File: config.mk
export PLATFORM = sky130hd
export DESIGN_NAME = mmio_uart_rx
export DESIGN_NICKNAME = d
export VERILOG_FILES = /design/src/rtl/mmio_uart_rx_pkg.sv /design/src/rtl/sync_fifo.sv /design/src/rtl/mmio_uart_rx.sv
export SDC_FILE = /design/constraint.sdc
export NUM_CORES = 1
export LEC_CHECK = 0
export ABC_CLOCK_PERIOD_IN_PS = 7290
export BUFFER_PORTS_ARGS = -buffer_cell sky130_fd_sc_hd__buf_2
export CORE_MARGIN = 5
export CORE_UTILIZATION = 60
export DETAILED_ROUTE_END_ITERATION = 7
export GPL_TIMING_DRIVEN = 0
export PLACE_DENSITY = 0.79
export SLEW_MARGIN = 20
export SYNTH_ARGS = -nofsm -noshare
export SYNTH_HDL_FRONTEND = slang
export SYNTH_HIERARCHICAL = 1
export SYNTH_SLANG_ARGS = --single-unit
File: constraint.sdc
create_clock -name i_clk -period 7.29 [get_ports i_clk]
set_input_delay 0.729 -clock i_clk [delete_from_list [all_inputs] [get_ports i_clk]]
set_output_delay 0.729 -clock i_clk [all_outputs]
set_load 0.02 [all_outputs]
File: src/rtl/mmio_uart_rx_pkg.sv
// Shared definitions for the memory-mapped UART receiver.
// Bus addresses, status bit positions and receiver FSM states.
package mmio_uart_rx_pkg;

  localparam logic [15:0] DISP_ADDR    = 16'hFFFF;
  localparam logic [15:0] RX_DATA_ADDR = 16'hFFFE;
  localparam logic [15:0] RX_STAT_ADDR = 16'hFFFD;

  localparam int STAT_AVAIL     = 0;
  localparam int STAT_FULL      = 1;
  localparam int STAT_OVR       = 2;
  localparam int STAT_FRM       = 3;
  localparam int STAT_COUNT_LSB = 8;

  typedef enum logic [1:0] {
    ST_IDLE,
    ST_START,
    ST_DATA,
    ST_STOP
  } rx_state_t;

endpackage

File: src/rtl/sync_fifo.sv
// Single-clock FIFO with combinational head and occupancy count.
// Push while full succeeds only when a pop happens in the same cycle.
module sync_fifo #(
  parameter int p_WIDTH    = 8,
  parameter int p_ADDR_LEN = 3
) (
  input  logic                  i_clk,
  input  logic                  i_rst,
  input  logic                  i_push,
  input  logic [p_WIDTH-1:0]    i_data,
  input  logic                  i_pop,
  output logic [p_WIDTH-1:0]    o_head,
  output logic                  o_full,
  output logic                  o_empty,
  output logic [p_ADDR_LEN:0]   o_count
);

  localparam int DEPTH = 1 << p_ADDR_LEN;

  logic [p_WIDTH-1:0]    mem [DEPTH];
  logic [p_ADDR_LEN-1:0] wr_ptr;
  logic [p_ADDR_LEN-1:0] rd_ptr;
  logic [p_ADDR_LEN:0]   count;
  logic                  do_push;
  logic                  do_pop;

  assign o_empty = (count == '0);
  assign o_full  = (count == (p_ADDR_LEN+1)'(DEPTH));
  assign o_count = count;
  assign o_head  = mem[rd_ptr];

  assign do_pop  = i_pop & ~o_empty;
  assign do_push = i_push & (~o_full | do_pop);

  // Storage array; contents need no reset.
  always_ff @(posedge i_clk) begin
    if (do_push) mem[wr_ptr] <= i_data;
  end

  // Pointers wrap naturally; count tracks net push/pop.
  always_ff @(posedge i_clk or posedge i_rst) begin
    if (i_rst) begin
      wr_ptr <= '0;
      rd_ptr <= '0;
      count  <= '0;
    end else begin
      if (do_push) wr_ptr <= wr_ptr + 1'b1;
      if (do_pop)  rd_ptr <= rd_ptr + 1'b1;
      unique case ({do_push, do_pop})
        2'b10:   count <= count + 1'b1;
        2'b01:   count <= count - 1'b1;
        default: count <= count;
      endcase
    end
  end

endmodule

File: src/rtl/mmio_uart_rx.sv
// Memory-mapped 8N1 UART receiver with byte FIFO.
// Data/status registers read back with one cycle of latency.
module mmio_uart_rx
  import mmio_uart_rx_pkg::*;
#(
  parameter int          p_CLKS_PER_BIT  = 16,
  parameter int          p_FIFO_ADDR_LEN = 3,
  parameter logic [15:0] p_DATA_ADDR     = RX_DATA_ADDR,
  parameter logic [15:0] p_STAT_ADDR     = RX_STAT_ADDR
) (
  input  logic        i_clk,
  input  logic        i_rst,
  input  logic        i_rx,
  input  logic [15:0] i_mem_addr,
  input  logic        i_mem_wr_en,
  input  logic [15:0] i_mem_wr_data,
  output logic [15:0] o_rd_data,
  output logic        o_sel,
  output logic        o_rx_avail
);

  localparam int CW = $clog2(p_CLKS_PER_BIT);
  localparam logic [CW-1:0] FULL_BIT = CW'(p_CLKS_PER_BIT - 1);
  localparam logic [CW-1:0] HALF_BIT = CW'(p_CLKS_PER_BIT / 2 - 1);

  logic rx_s1, rx_s2, rx_d;
  logic fall;

  rx_state_t state, state_n;
  logic [CW-1:0] cnt, cnt_n;
  logic [2:0]    idx, idx_n;
  logic [7:0]    sh, sh_n;
  logic          push, frm_set;

  logic [7:0]               head;
  logic                     full, empty;
  logic [p_FIFO_ADDR_LEN:0] count;

  logic hit_data, hit_stat;
  logic pop, ovr_set;
  logic ovr, frm;
  logic [15:0] stat, rd_mux;
  logic unused_wr_bits;

  assign unused_wr_bits = ^{i_mem_wr_data[15:4], i_mem_wr_data[1:0]};

  // Two-flop synchroniser plus delay flop for edge detect.
  always_ff @(posedge i_clk or posedge i_rst) begin
    if (i_rst) begin
      rx_s1 <= 1'b1;
      rx_s2 <= 1'b1;
      rx_d  <= 1'b1;
    end else begin
      rx_s1 <= i_rx;
      rx_s2 <= rx_s1;
      rx_d  <= rx_s2;
    end
  end

  assign fall = rx_d & ~rx_s2;

  // Receiver FSM state and datapath registers.
  always_ff @(posedge i_clk or posedge i_rst) begin
    if (i_rst) begin
      state <= ST_IDLE;
      cnt   <= '0;
      idx   <= '0;
      sh    <= '0;
    end else begin
      state <= state_n;
      cnt   <= cnt_n;
      idx   <= idx_n;
      sh    <= sh_n;
    end
  end

  // Next-state: mid-bit sampling driven by a down-counter.
  always_comb begin
    state_n = state;
    cnt_n   = cnt;
    idx_n   = idx;
    sh_n    = sh;
    push    = 1'b0;
    frm_set = 1'b0;
    unique case (state)
      ST_IDLE: begin
        if (fall) begin
          state_n = ST_START;
          cnt_n   = HALF_BIT;
        end
      end
      ST_START: begin
        if (cnt == '0) begin
          if (!rx_s2) begin
            state_n = ST_DATA;
            idx_n   = '0;
            cnt_n   = FULL_BIT;
          end else begin
            state_n = ST_IDLE;
          end
        end else begin
          cnt_n = cnt - 1'b1;
        end
      end
      ST_DATA: begin
        if (cnt == '0) begin
          sh_n  = {rx_s2, sh[7:1]};
          cnt_n = FULL_BIT;
          if (idx == 3'd7) state_n = ST_STOP;
          else             idx_n   = idx + 1'b1;
        end else begin
          cnt_n = cnt - 1'b1;
        end
      end
      ST_STOP: begin
        if (cnt == '0) begin
          state_n = ST_IDLE;
          if (rx_s2) push    = 1'b1;
          else       frm_set = 1'b1;
        end else begin
          cnt_n = cnt - 1'b1;
        end
      end
      default: state_n = ST_IDLE;
    endcase
  end

  assign hit_data = (i_mem_addr == p_DATA_ADDR);
  assign hit_stat = (i_mem_addr == p_STAT_ADDR);
  assign pop      = i_mem_wr_en & hit_data;
  assign ovr_set  = push & full & ~(pop & ~empty);

  sync_fifo #(
    .p_WIDTH    (8),
    .p_ADDR_LEN (p_FIFO_ADDR_LEN)
  ) u_fifo (
    .i_clk   (i_clk),
    .i_rst   (i_rst),
    .i_push  (push),
    .i_data  (sh),
    .i_pop   (pop),
    .o_head  (head),
    .o_full  (full),
    .o_empty (empty),
    .o_count (count)
  );

  // Sticky error flags; a set beats a same-cycle clear.
  always_ff @(posedge i_clk or posedge i_rst) begin
    if (i_rst) begin
      ovr <= 1'b0;
      frm <= 1'b0;
    end else begin
      if (ovr_set)
        ovr <= 1'b1;
      else if (i_mem_wr_en & hit_stat & i_mem_wr_data[STAT_OVR])
        ovr <= 1'b0;
      if (frm_set)
        frm <= 1'b1;
      else if (i_mem_wr_en & hit_stat & i_mem_wr_data[STAT_FRM])
        frm <= 1'b0;
    end
  end

  // Status word assembly.
  always_comb begin
    stat = '0;
    stat[STAT_AVAIL] = ~empty;
    stat[STAT_FULL]  = full;
    stat[STAT_OVR]   = ovr;
    stat[STAT_FRM]   = frm;
    stat[STAT_COUNT_LSB +: p_FIFO_ADDR_LEN+1] = count;
  end

  // Read mux from pre-edge state.
  always_comb begin
    rd_mux = '0;
    unique case (1'b1)
      hit_data: rd_mux = empty ? 16'h0000 : {8'h00, head};
      hit_stat: rd_mux = stat;
      default:  rd_mux = '0;
    endcase
  end

  // Registered bus read port.
  always_ff @(posedge i_clk or posedge i_rst) begin
    if (i_rst) begin
      o_sel     <= 1'b0;
      o_rd_data <= '0;
    end else begin
      o_sel     <= hit_data | hit_stat;
      o_rd_data <= rd_mux;
    end
  end

  assign o_rx_avail = ~empty;

endmodule
==> impl_metrics.ini <==
[sta]
hold_viol = 0
fin_ws_ns = 4.088
setup_viol = 0
slew_headroom = 0.3780
grt_setup_unrepaired = false
fmax_ghz = 0.3123
slew_violations = 0
final.setup.tns_ns = 0
period_needed_ns = 3.202
tightest_slew_ns = 0.9296
fin_worst_skew_ns = 0.008001
finalCritPeriodShare = 0.4392

[place]
port_buffers = 35
pre_cts_slack_ns = 3.748
placed_cells = 450
dp_hpwl_um = 5967
place_congestion = 0.7649

[floorplanning]
die_x_um = 99.69
io-pin-count = 54
coreArea_um2 = 7767
start_util = 0.6213
rows = 32
die_h_um = 99.69
die-area_um2 = 9937

[clock_tree]
ctsLongestPathBuffers = 2
cts.sinks = 109
clk_latency_ns = 0.37
cts_resized = 0
root_buffer = clkbuf_8
post_cts_buffers = 0
ctsHtreeMaxLevel = 3
hold_buffers = 0
cts.clk_slew.worst_paths_ns = 0.11
cts_made_buffers = 9
cts_tree = built

[final_layout]
area.growth.synth_to_final_pct = 11.02
finalCoreUtilization = 0.6898
diodes = 0
stdcell_count = 466
drive_gt1_frac = 0.2912
num-nets-final = 408

[global_routing]
grt_max_degree = 31
grt_pass1_wl_um = 14290
track_usage = 0.1895
first_global_vias = 2767
overflow = 0
antenna_found_initial = 0

[drt]
routed_wl_um = 8654
wire_per_inst_um = 18.57
num_vias = 2676
vias_per_cell = 5.742
dr.pass1.iters = 4
drc = 0
ant_nets = 0
detail_route.iter0.violations = 114

[logic_synthesis]
synth.most_common_cell = edfxtp_1
synth_top_area_cell = edfxtp_1
synth_top_cell_area_share = 0.3982
syn-cell-area_um2 = 4826
syn_avg_cell_area_um2 = 15.62
yosysWarnings = 6
synth_ff_type = edfxtp_1
synth-seq-cells = 109
synthTopCellsByArea = edfxtp_1 40%, dfrtp_1 22%, mux4_1 6.5%, mux2_2 4.4%, ha_1 3.1%
ys_types = 59
synth_edf_count = 64
synthTopCellsByCount = 64 x edfxtp_1, 42 x dfrtp_1, 19 x mux2_2
postSynthCellCount = 309
synthArstFlopShare = 0.4128
yosysSeqAreaShare = 0.6324

[outcome]
outcome = complete, no violations

[worst_setup_path]
r2r_slack_ns = 4.09
crit_family = simple AND/OR/NAND/NOR gates
critPathMaxFanout = 9
slowest_delay_ns = 0.75
worstSetupPathType = flop to flop
path_cells = inv_1 > ha_1 > nor3b_4 > and3_2 > buf_2 > o21a_1 > nand2b_1 > nor2_1
cp_slowest_cell = nor2_1
crit_buf_inv = 2
startpoint_type = flop
r2r_start = cnt[0]$_DFFE_PP0P_
worstRegToRegCells = 8
startpoint = cnt[0]$_DFFE_PP0P_
cp-end-kind = flop
cp_data_required_time_ns = 7.29
reg2reg_to = u_fifo/mem[4][0]$_DFFE_PP_
crit_arrival_ns = 3.20

[pwr]
cellPowerDensity_nw_per_um2 = 236.0
ir_drop_v = 0.0001039
leakage_uw = 0.002227

[run]
max-cap-violations = 0

[hold_path]
hp-class = input pin to asynchronous set/reset pin
-- area by class of cell --
type	instances	area, um2
plain buffers	12	88.84
clock buffers	9	123.9
clock inverters	7	63.81
fillers	528	2410
inverters	15	56.30
multi-input cells	176	1650
flip-flops and latches	109	3052
well taps	102	127.6
repair buffers	36	195.2
-- state kept, by name, summed over array words and instances, names as in the netlist, named ones only --
| signal | cells |
|---|---|
| frm | 1 |
| o_sel | 1 |
| rx_d | 1 |
| rx_s2 | 1 |
| o_rd_data | 12 |
| state | 1 |
| ovr | 1 |
| sh | 8 |
| u_fifo/rd_ptr | 3 |
| u_fifo/wr_ptr | 3 |
| idx | 3 |
| u_fifo/mem | 64 |
| rx_s1 | 1 |
| u_fifo/o_count | 4 |
| cnt | 4 |
-- kinds of logic after synthesis --
| kind of cell | after synthesis | share of synthesized area |
|---|---|---|
| fa+ha+maj | 13 | 0.03526 |
| simple gates | 79 | 0.09567 |
| xor+xnor | 6 | 0.01089 |
| flops | 109 | 0.6324 |
| mux | 40 | 0.1397 |
| compound gates | 34 | 0.05523 |
| buf+inv | 27 | 0.03007 |
| other cells | 1 | 0.0007771 |
-- through the flow --
stage	hold slack, ns	power, uW	instance area [um2]
final	0.2524	1264	5358
after global routing	0.2371	1328	5358
after CTS	0.2316	1273	5358
after detailed placement	0.3478	926.0	5170
after global placement	0.3468	913.5	5140
after floorplan	0.3452	875.3	4837
-- report_power, final --
group	switching, uW	internal (uW)	leakage [uW]	total (uW)
logic	117	91.1	0.000943	208
registers	29.0	679	0.00119	708
clock network	215	133	0.0000956	347
-- how the worst max path moves through the flow --
stage | endpoint | slack [ns] | cells after the start
after floorplan | u_fifo/o_count[3]$_DFFE_PP0P_ | 4.12 | 11
after global placement | u_fifo/mem[1][3]$_DFFE_PP_ | 3.44 | 8
after detailed placement | u_fifo/mem[4][1]$_DFFE_PP_ | 3.75 | 8
after CTS | u_fifo/mem[4][7]$_DFFE_PP_ | 4.05 | 8
after global routing | u_fifo/mem[4][7]$_DFFE_PP_ | 3.88 | 8
final | u_fifo/mem[4][0]$_DFFE_PP_ | 4.09 | 8
-- routing by layer --
metal / wire, um / vias to the layer above / track usage / part of all wire
met5: 0 / - / 0 / 0
met4: 40 / 0 / 0.06303 / 0.0046
met3: 536 / 4 / 0.04698 / 0.062
met2: 4307 / 80 / 0.3130 / 0.50
met1: 3770 / 1333 / 0.2469 / 0.44
li1: - / 1259 / - / -
-- layout by cell type (no fill, tap or decap), drive strengths merged, types with 5 or more instances in the layout --
cell type,n
mux2,20
nand4,5
and3,9
ha,12
inv,19
a22o,6
clkbuf,10
nand2,15
nor3,5
dfrtp,42
nand2b,9
buf,47
nor2,16
edfxtp,64
o21ai,7
mux4,16
(Power assumes the default switching activity.)
